`config.mk`:
```
export PLATFORM = sky130hd
export DESIGN_NAME = rat_step_ctrl
export DESIGN_NICKNAME = d
export VERILOG_FILES = /design/src/rtl/rat_step_ctrl.sv
export SDC_FILE = /design/constraint.sdc
export NUM_CORES = 1
export LEC_CHECK = 0
export ABC_AREA = 0
export CELL_PAD_IN_SITES_DETAIL_PLACEMENT = 0
export CELL_PAD_IN_SITES_GLOBAL_PLACEMENT = 1
export CORE_MARGIN = 1.5
export CORE_UTILIZATION = 35
export CTS_CLUSTER_DIAMETER = 50
export DETAILED_ROUTE_END_ITERATION = 10
export GPL_TIMING_DRIVEN = 0
export PLACE_DENSITY = 0.81
export SYNTH_ARGS = -nofsm -noshare
export SYNTH_HDL_FRONTEND = slang
export SYNTH_SLANG_ARGS = --single-unit
export TNS_END_PERCENT = 10
```
`constraint.sdc`:
```
create_clock -name clk -period 2.5 [get_ports clk]
set_input_delay 0.375 -clock clk [delete_from_list [all_inputs] [get_ports clk]]
set_output_delay 0.375 -clock clk [all_outputs]
set_load 0.01 [all_outputs]
```
`src/rtl/rat_step_ctrl.sv`:
```
// Single-step move controller for the maze rat: checks the maze edge, then the
// wall memory, and either loads the new position or reports a rejected move.
module rat_step_ctrl #(
  parameter int MAX_IDX = 15
) (
  input  logic       clk,
  input  logic       rst,
  input  logic       start,
  input  logic [1:0] dir,
  input  logic [3:0] curRow,
  input  logic [3:0] curCol,
  output logic       memRd,
  output logic [7:0] memAddr,
  input  logic       memData,
  output logic [3:0] nextRow,
  output logic [3:0] nextCol,
  output logic       ldRow,
  output logic       ldCol,
  output logic       busy,
  output logic       done,
  output logic       fail
);

  localparam logic [2:0] S_IDLE  = 3'd0;
  localparam logic [2:0] S_CHECK = 3'd1;
  localparam logic [2:0] S_WAIT  = 3'd2;
  localparam logic [2:0] S_LOAD  = 3'd3;
  localparam logic [2:0] S_FAIL  = 3'd4;

  localparam logic [3:0] MAX_V = 4'(MAX_IDX);

  logic [2:0] state_q, state_d;
  logic [1:0] dir_q, dir_d;
  logic [3:0] row_q, row_d;
  logic [3:0] col_q, col_d;
  logic [7:0] addr_q, addr_d;
  logic [3:0] next_row_q, next_row_d;
  logic [3:0] next_col_q, next_col_d;

  logic [3:0] cand_row;
  logic [3:0] cand_col;
  logic       boundary;
  logic       rd_now;

  // Candidate comes only from the captured move; ">=" keeps an out-of-range
  // start position from ever wrapping past the maze edge.
  always_comb begin
    cand_row = row_q;
    cand_col = col_q;
    boundary = 1'b0;
    case (dir_q)
      2'b00: begin
        if (row_q == 4'd0) boundary = 1'b1;
        else               cand_row = row_q - 4'd1;
      end
      2'b01: begin
        if (col_q >= MAX_V) boundary = 1'b1;
        else                cand_col = col_q + 4'd1;
      end
      2'b10: begin
        if (col_q == 4'd0) boundary = 1'b1;
        else               cand_col = col_q - 4'd1;
      end
      default: begin
        if (row_q >= MAX_V) boundary = 1'b1;
        else                cand_row = row_q + 4'd1;
      end
    endcase
  end

  assign rd_now = (state_q == S_CHECK) && !boundary;

  always_comb begin
    state_d    = state_q;
    dir_d      = dir_q;
    row_d      = row_q;
    col_d      = col_q;
    addr_d     = addr_q;
    next_row_d = next_row_q;
    next_col_d = next_col_q;
    case (state_q)
      S_IDLE: begin
        if (start) begin
          dir_d   = dir;
          row_d   = curRow;
          col_d   = curCol;
          state_d = S_CHECK;
        end
      end
      S_CHECK: begin
        if (boundary) begin
          state_d = S_FAIL;
        end else begin
          addr_d  = {cand_row, cand_col};
          state_d = S_WAIT;
        end
      end
      S_WAIT: begin
        if (memData) begin
          state_d = S_FAIL;
        end else begin
          next_row_d = cand_row;
          next_col_d = cand_col;
          state_d    = S_LOAD;
        end
      end
      S_LOAD:  state_d = S_IDLE;
      S_FAIL:  state_d = S_IDLE;
      default: state_d = S_IDLE;
    endcase
  end

  always_ff @(posedge clk or negedge rst) begin
    if (!rst) begin
      state_q    <= S_IDLE;
      dir_q      <= 2'b00;
      row_q      <= 4'd0;
      col_q      <= 4'd0;
      addr_q     <= 8'd0;
      next_row_q <= 4'd0;
      next_col_q <= 4'd0;
    end else begin
      state_q    <= state_d;
      dir_q      <= dir_d;
      row_q      <= row_d;
      col_q      <= col_d;
      addr_q     <= addr_d;
      next_row_q <= next_row_d;
      next_col_q <= next_col_d;
    end
  end

  // Vertical moves (00/11) have equal direction bits and load only the row.
  assign memRd   = rd_now;
  assign memAddr = rd_now ? {cand_row, cand_col} : addr_q;
  assign nextRow = next_row_q;
  assign nextCol = next_col_q;
  assign ldRow   = (state_q == S_LOAD) && (dir_q[1] == dir_q[0]);
  assign ldCol   = (state_q == S_LOAD) && (dir_q[1] != dir_q[0]);
  assign busy    = (state_q != S_IDLE);
  assign done    = (state_q == S_LOAD);
  assign fail    = (state_q == S_FAIL);

endmodule

```
After elaboration in Yosys (flattened, before gate mapping)
Cells that the tools add are included.
- input port bits: 14
- register bits after elaboration: 29
- output and inout port bits: 22
- word-level logic and storage cells: 53
- reductions and logical operators: 13
- add/subtract/negate cells: 4
- magnitude comparators: 2
- equality and inequality tests: 9
- bitwise logic cells: 2
- multiplexer cells: 16
- operator list (cell ; number):
    two-way mux 4 bit ; 4
    one-hot mux 4 bit (2 select lines) ; 2
    two-way mux 3 bit ; 3
    one-hot mux 3 bit (3 select lines) ; 1
    adder 4 x 1 -> 4 bit, second input constant ; 2
    greater-or-equal comparator 4 bit, second input constant ; 2
    zero test 4 bit ; 2
    two-way mux 8 bit ; 1
    subtractor 4 x 1 -> 4 bit, second input constant ; 2
    == test 3 x 2 -> 1 bit, second input constant ; 2
    AND reduction 2 bit ; 3
    two-way mux 1 bit ; 4
    == test 3 x 1 -> 1 bit, second input constant ; 1
    == test 3 bit, second input constant ; 1
    logical AND 1 bit ; 3
    zero test 3 bit ; 1
    one-hot mux 1 bit (3 select lines) ; 1
    nonzero test 3 bit ; 1
    == test 2 x 1 -> 1 bit, second input constant ; 1
    == test 2 bit, second input constant ; 1
    zero test 2 bit ; 1
    != test 2 bit, second input constant ; 1
    inverter 1 bit ; 2
    OR reduction 2 bit ; 1
    other kinds (3) ; 3

Depth between registers and ports, before layout
- word-level depth: 6
- depth in mapped cells: 7
- mapped depth without buffers: 6

Worst setup path after synthesis
Ideal clock, no wire load.
- path type: reg2out
- start: register row_q[0]
- end: output memAddr[0]
- path buffers: 0
- slack: -0.129 ns
- arrival: 2.254 ns
- cell stages (with the launch flop): 7
- data required time: 2.125 ns
- cell sequence: dfrtp_1 > inv_1 > ha_1 > or4bb_4 > nand4b_4 > a2111oi_4 > mux2_2
- cells in the longest elaborated chain, start to end: 6
- elaborated cells between the ends (all ways): 8
- those cells by class: order compare: 1; mux: 4; reduce/logical: 3
- RTL lines (element ; line ; text):
    start, declared ; 34 ; logic [3:0] row_q, row_d;
    start signal, assigned ; 125 ; row_q <= row_d;
    greater-or-equal comparator 4 bit or zero test 4 bit (tied branches) ; 65, 53 ;
    two-way mux 1 bit, on equally long branches ; 65, 53 ;
    one-hot mux 1 bit (3 select lines) * ; 51 ; case (dir_q)
    zero test 1 bit * ; 71 ; assign rd_now = (state_q == S_CHECK) && !boundary;
    logical AND 1 bit * ; 71 ;
    net memRd ; 12 ; output logic memRd,
    two-way mux 8 bit * ; 135 ; assign memAddr = rd_now ? {cand_row, cand_col} : addr_q;
    end, declared ; 13 ; output logic [7:0] memAddr,
Mark *: on every way through the listed nets, which the timed path passes. The rest lies on a longest branch.

Worst setup path after layout
- start: register row_q[0]
- end: output memAddr[5]
- cells in the longest elaborated chain, start to end: 6
- elaborated cells between the ends (all ways): 13
- those cells by class: add/sub: 2; order compare: 1; mux: 7; reduce/logical: 3
- RTL lines (element ; line):
    greater-or-equal comparator 4 bit or zero test 4 bit (tied branches) ; 65, 53
    two-way mux 1 bit, on equally long branches ; 65, 53
    one-hot mux 1 bit (3 select lines) ; 51
    zero test 1 bit ; 71
    logical AND 1 bit ; 71
    two-way mux 8 bit * ; 135
Every way passes the cells marked *; elsewhere a longest branch is shown, timed or not.

==> qor.yml <==
synthTopCellsByCount: "29 x dfrtp_1, 19 x inv_1, 12 x nand2_1"
drv_cap: 0
critical_path_class: "flip-flop to output pin"
outcome: "finished, violations left"
vias_per_cell: 5.080
synth.ff_latch_count: 29
power.share.switching: 0.4024
worst_path_largest_cell_delay_ps: 560
hpwl_um: 2853
synthArstFlopShare: 1.000
yosysTopAreaCellShare: 0.4182
hold_buffers: 0
slowest_stage: "or4bb_4"
routed_wl_um: 4208
ys_types: 41
ys_seq_area_frac: 0.4182
root_buffer: "clkbuf_8"
power.internal_mw: 2.166
max_slew.worst_pin.slew_ps: 749.6
synth_top_area_cell: "dfrtp_1"
fp.coreArea_um2: 4755
vias: 1524
combPwrFrac: 0.644
finish.utilization: 0.5279
die-area_um2: 5390
rows: 25
fin_skew_ps: 9.271
post_drt_wl_per_cell_um: 14.03
overflow: 0
antenna_cells: 0
grt_pass1_wl_um: 7072
end_kind: "output pin"
grt_max_degree: 30
r2r_start: "state_q[1]"
die_h_um: 73.42
min_period_over_period: 1.114
setup_viol: 8
syn2layout_area_growth_pct: 44.63
io_buffers: 35
hold_viol_final: 0
synth.avg_cell_area_um2: 10.03
syn-num-nets: 195
start_util: 0.3650
numCtsBuffers: 5
grt_use_total: 0.1747
yosysWarnings: 0
final.setup.worst_slack_ps: -284.0
path_max_fanout: 6
cts.sinks: 29
max_freq_mhz: 359.2
drc_errors: 0
cp_common_cell: "buf_6"
maxSlewHeadroom: 0.4984
gp_congestion: 0.8300
total_leakage_power_nw: 1.097
cp.required_ps: 2120
maxSlewViolCount: 0
rr_endpoint: "dir_q[0]"
reg2reg_slack_ps: 340
antenna_found_initial: 0
synth_most_common_cell: "dfrtp_1"
clk_latency_ps: 290
grt_pass1_vias: 1470
yosys-top-cells-area: "dfrtp_1 42%, mux2_2 6.5%, ha_1 5.8%"
io_pins: 36
synthCells: 173
placed_area_um2: 2230
worstPathCellList: "inv_2 -> ha_4 -> or4bb_4 -> nand4b_4 -> a2111oi_4 -> buf_6 -> buf_6 -> mux2_4 -> buf_6"
p_per_area_nw_per_um2: 1444
startpoint_type: "flip-flop"
power_mw: 3.624
setup_tns_ps: -1758
htree_levels: 2
min_period_ps: 2784
clock_power_share: 0.120
seqPwrFrac: 0.236
cts_tree: "yes"
violations: "setup timing"
reg2regPathDepth: 5
hold_class: "primary input to async pin"
nets: 254
drt_iter0_markers: 69
switching_power_mw: 1.458
ant_nets: 0
dpl_worst_slack_ps: -742.4
drt_pass1_iterations: 4
peakVddDrop_mv: 0.6983
clkTransAtPathRegs_ps: 70
die_width_um: 73.42
rsz0062_at_grt: "yes"
synth_ff_type: "dfrtp_1"
layout-drive-gt1-share: 0.3476
arrival_ps: 2410
syn_area_um2: 1735
design_area_um2: 2510
cts_max_path_buffers: 2
synth_edf_count: 0
-- worst max path at each step --
stage                   from    endpoint  cells after the start
finish              row_q[0]  memAddr[5]                      9
floorplan           row_q[1]  memAddr[0]                      6
detailed placement  row_q[1]  memAddr[4]                      7
CTS                 dir_q[1]  memAddr[5]                      9
global placement    row_q[0]  memAddr[6]                      6
global route        row_q[0]  memAddr[7]                      9
-- layout by cell type, fill, tap and decap left out, drive strengths merged, types with 2 or more instances in the layout --
| master | synthesis | routed |
|---|---|---|
| buf | 4 | 31 |
| dfrtp | 29 | 29 |
| clkdlybuf4s50 | 0 | 25 |
| inv | 19 | 19 |
| nand2 | 12 | 12 |
| o21ai | 11 | 11 |
| clkbuf | 4 | 11 |
| mux2 | 10 | 10 |
| ha | 8 | 8 |
| nor2 | 7 | 7 |
| a21oi | 7 | 7 |
| mux2i | 7 | 7 |
| nand3 | 5 | 5 |
| a31oi | 4 | 4 |
| nor2b | 4 | 4 |
| nor3 | 4 | 4 |
| nor3b | 4 | 4 |
| nand4 | 3 | 3 |
| nand4b | 3 | 3 |
| or4bb | 2 | 2 |
| a2bb2oi | 2 | 2 |
| a22oi | 2 | 2 |
| o311a | 2 | 2 |
| a41o | 2 | 2 |
| a211oi | 2 | 2 |
| and2 | 2 | 2 |
-- power groups by stage --
stage	combinational (mW)	clock, mW	sequential, mW
after floorplan	1.34	0	0.859
after global placement	2.01	0	0.866
after detailed placement	2.02	0	0.874
after CTS	2.31	0.442	0.852
after global routing	2.59	0.468	0.881
final	2.33	0.434	0.856
-- cells by family after synthesis --
logic type      after synthesis  share of synthesized area
simple gates                 53                     0.1875
compound gates               39                     0.1622
flops                        29                     0.4182
buf+inv                      27                    0.06921
mux                          17                     0.1053
fa+ha+maj                     8                    0.05768
-- cell type report --
type / instances / area, um2
well taps: 67 / 83.83
multi-input cells: 117 / 996.0
clock inverters: 1 / 5.005
inverters: 19 / 71.32
fillers: 477 / 2245
clock buffers: 7 / 96.34
repair buffers: 52 / 474.2
plain buffers: 8 / 50.05
flip-flops and latches: 29 / 733.2
-- through the flow --
| stage | instances | hold slack (ps) |
|---|---|---|
| detailed placement | 275 | 478.2 |
| finish | 300 | 122.3 |
| floorplan | 173 | 79.41 |
| global route | 300 | 178.1 |
| CTS | 300 | 508.6 |
| global placement | 275 | 476.9 |
-- registers in the layout, summed over array words and instances, names as in the netlist --
name     flops
addr_q       8
col_q        4
nextCol      4
nextRow      4
row_q        4
state_q      3
dir_q        2
-- critical path, delay by kind of cell (launching register included) --
family | cells | cell delay [ps]
adders and majority gates | 1 | 160
AOI/OAI and AO/OA | 1 | 90
and+or+nand+nor | 2 | 680
buffers and inverters | 4 | 460
muxes | 1 | 310
DFF | 1 | 420
-- per-layer routing --
metal / wire [um] / global-route usage / up-vias
met3: 172 / 0.05487 / 10
met5: 0 / 0 / -
met2: 2026 / 0.2818 / 45
li1: - / - / 735
met4: 76 / 0.05761 / 0
met1: 1932 / 0.2225 / 734
-- repair_timing --
action,4_1_cts,5_1_grt
setup buffers,17,0
resized for setup,56,4
pin swaps,6,1
endpoints found under the setup margin,14,9
cloned,0,0
No activity file was read; power rests on OpenSTA's default activity.
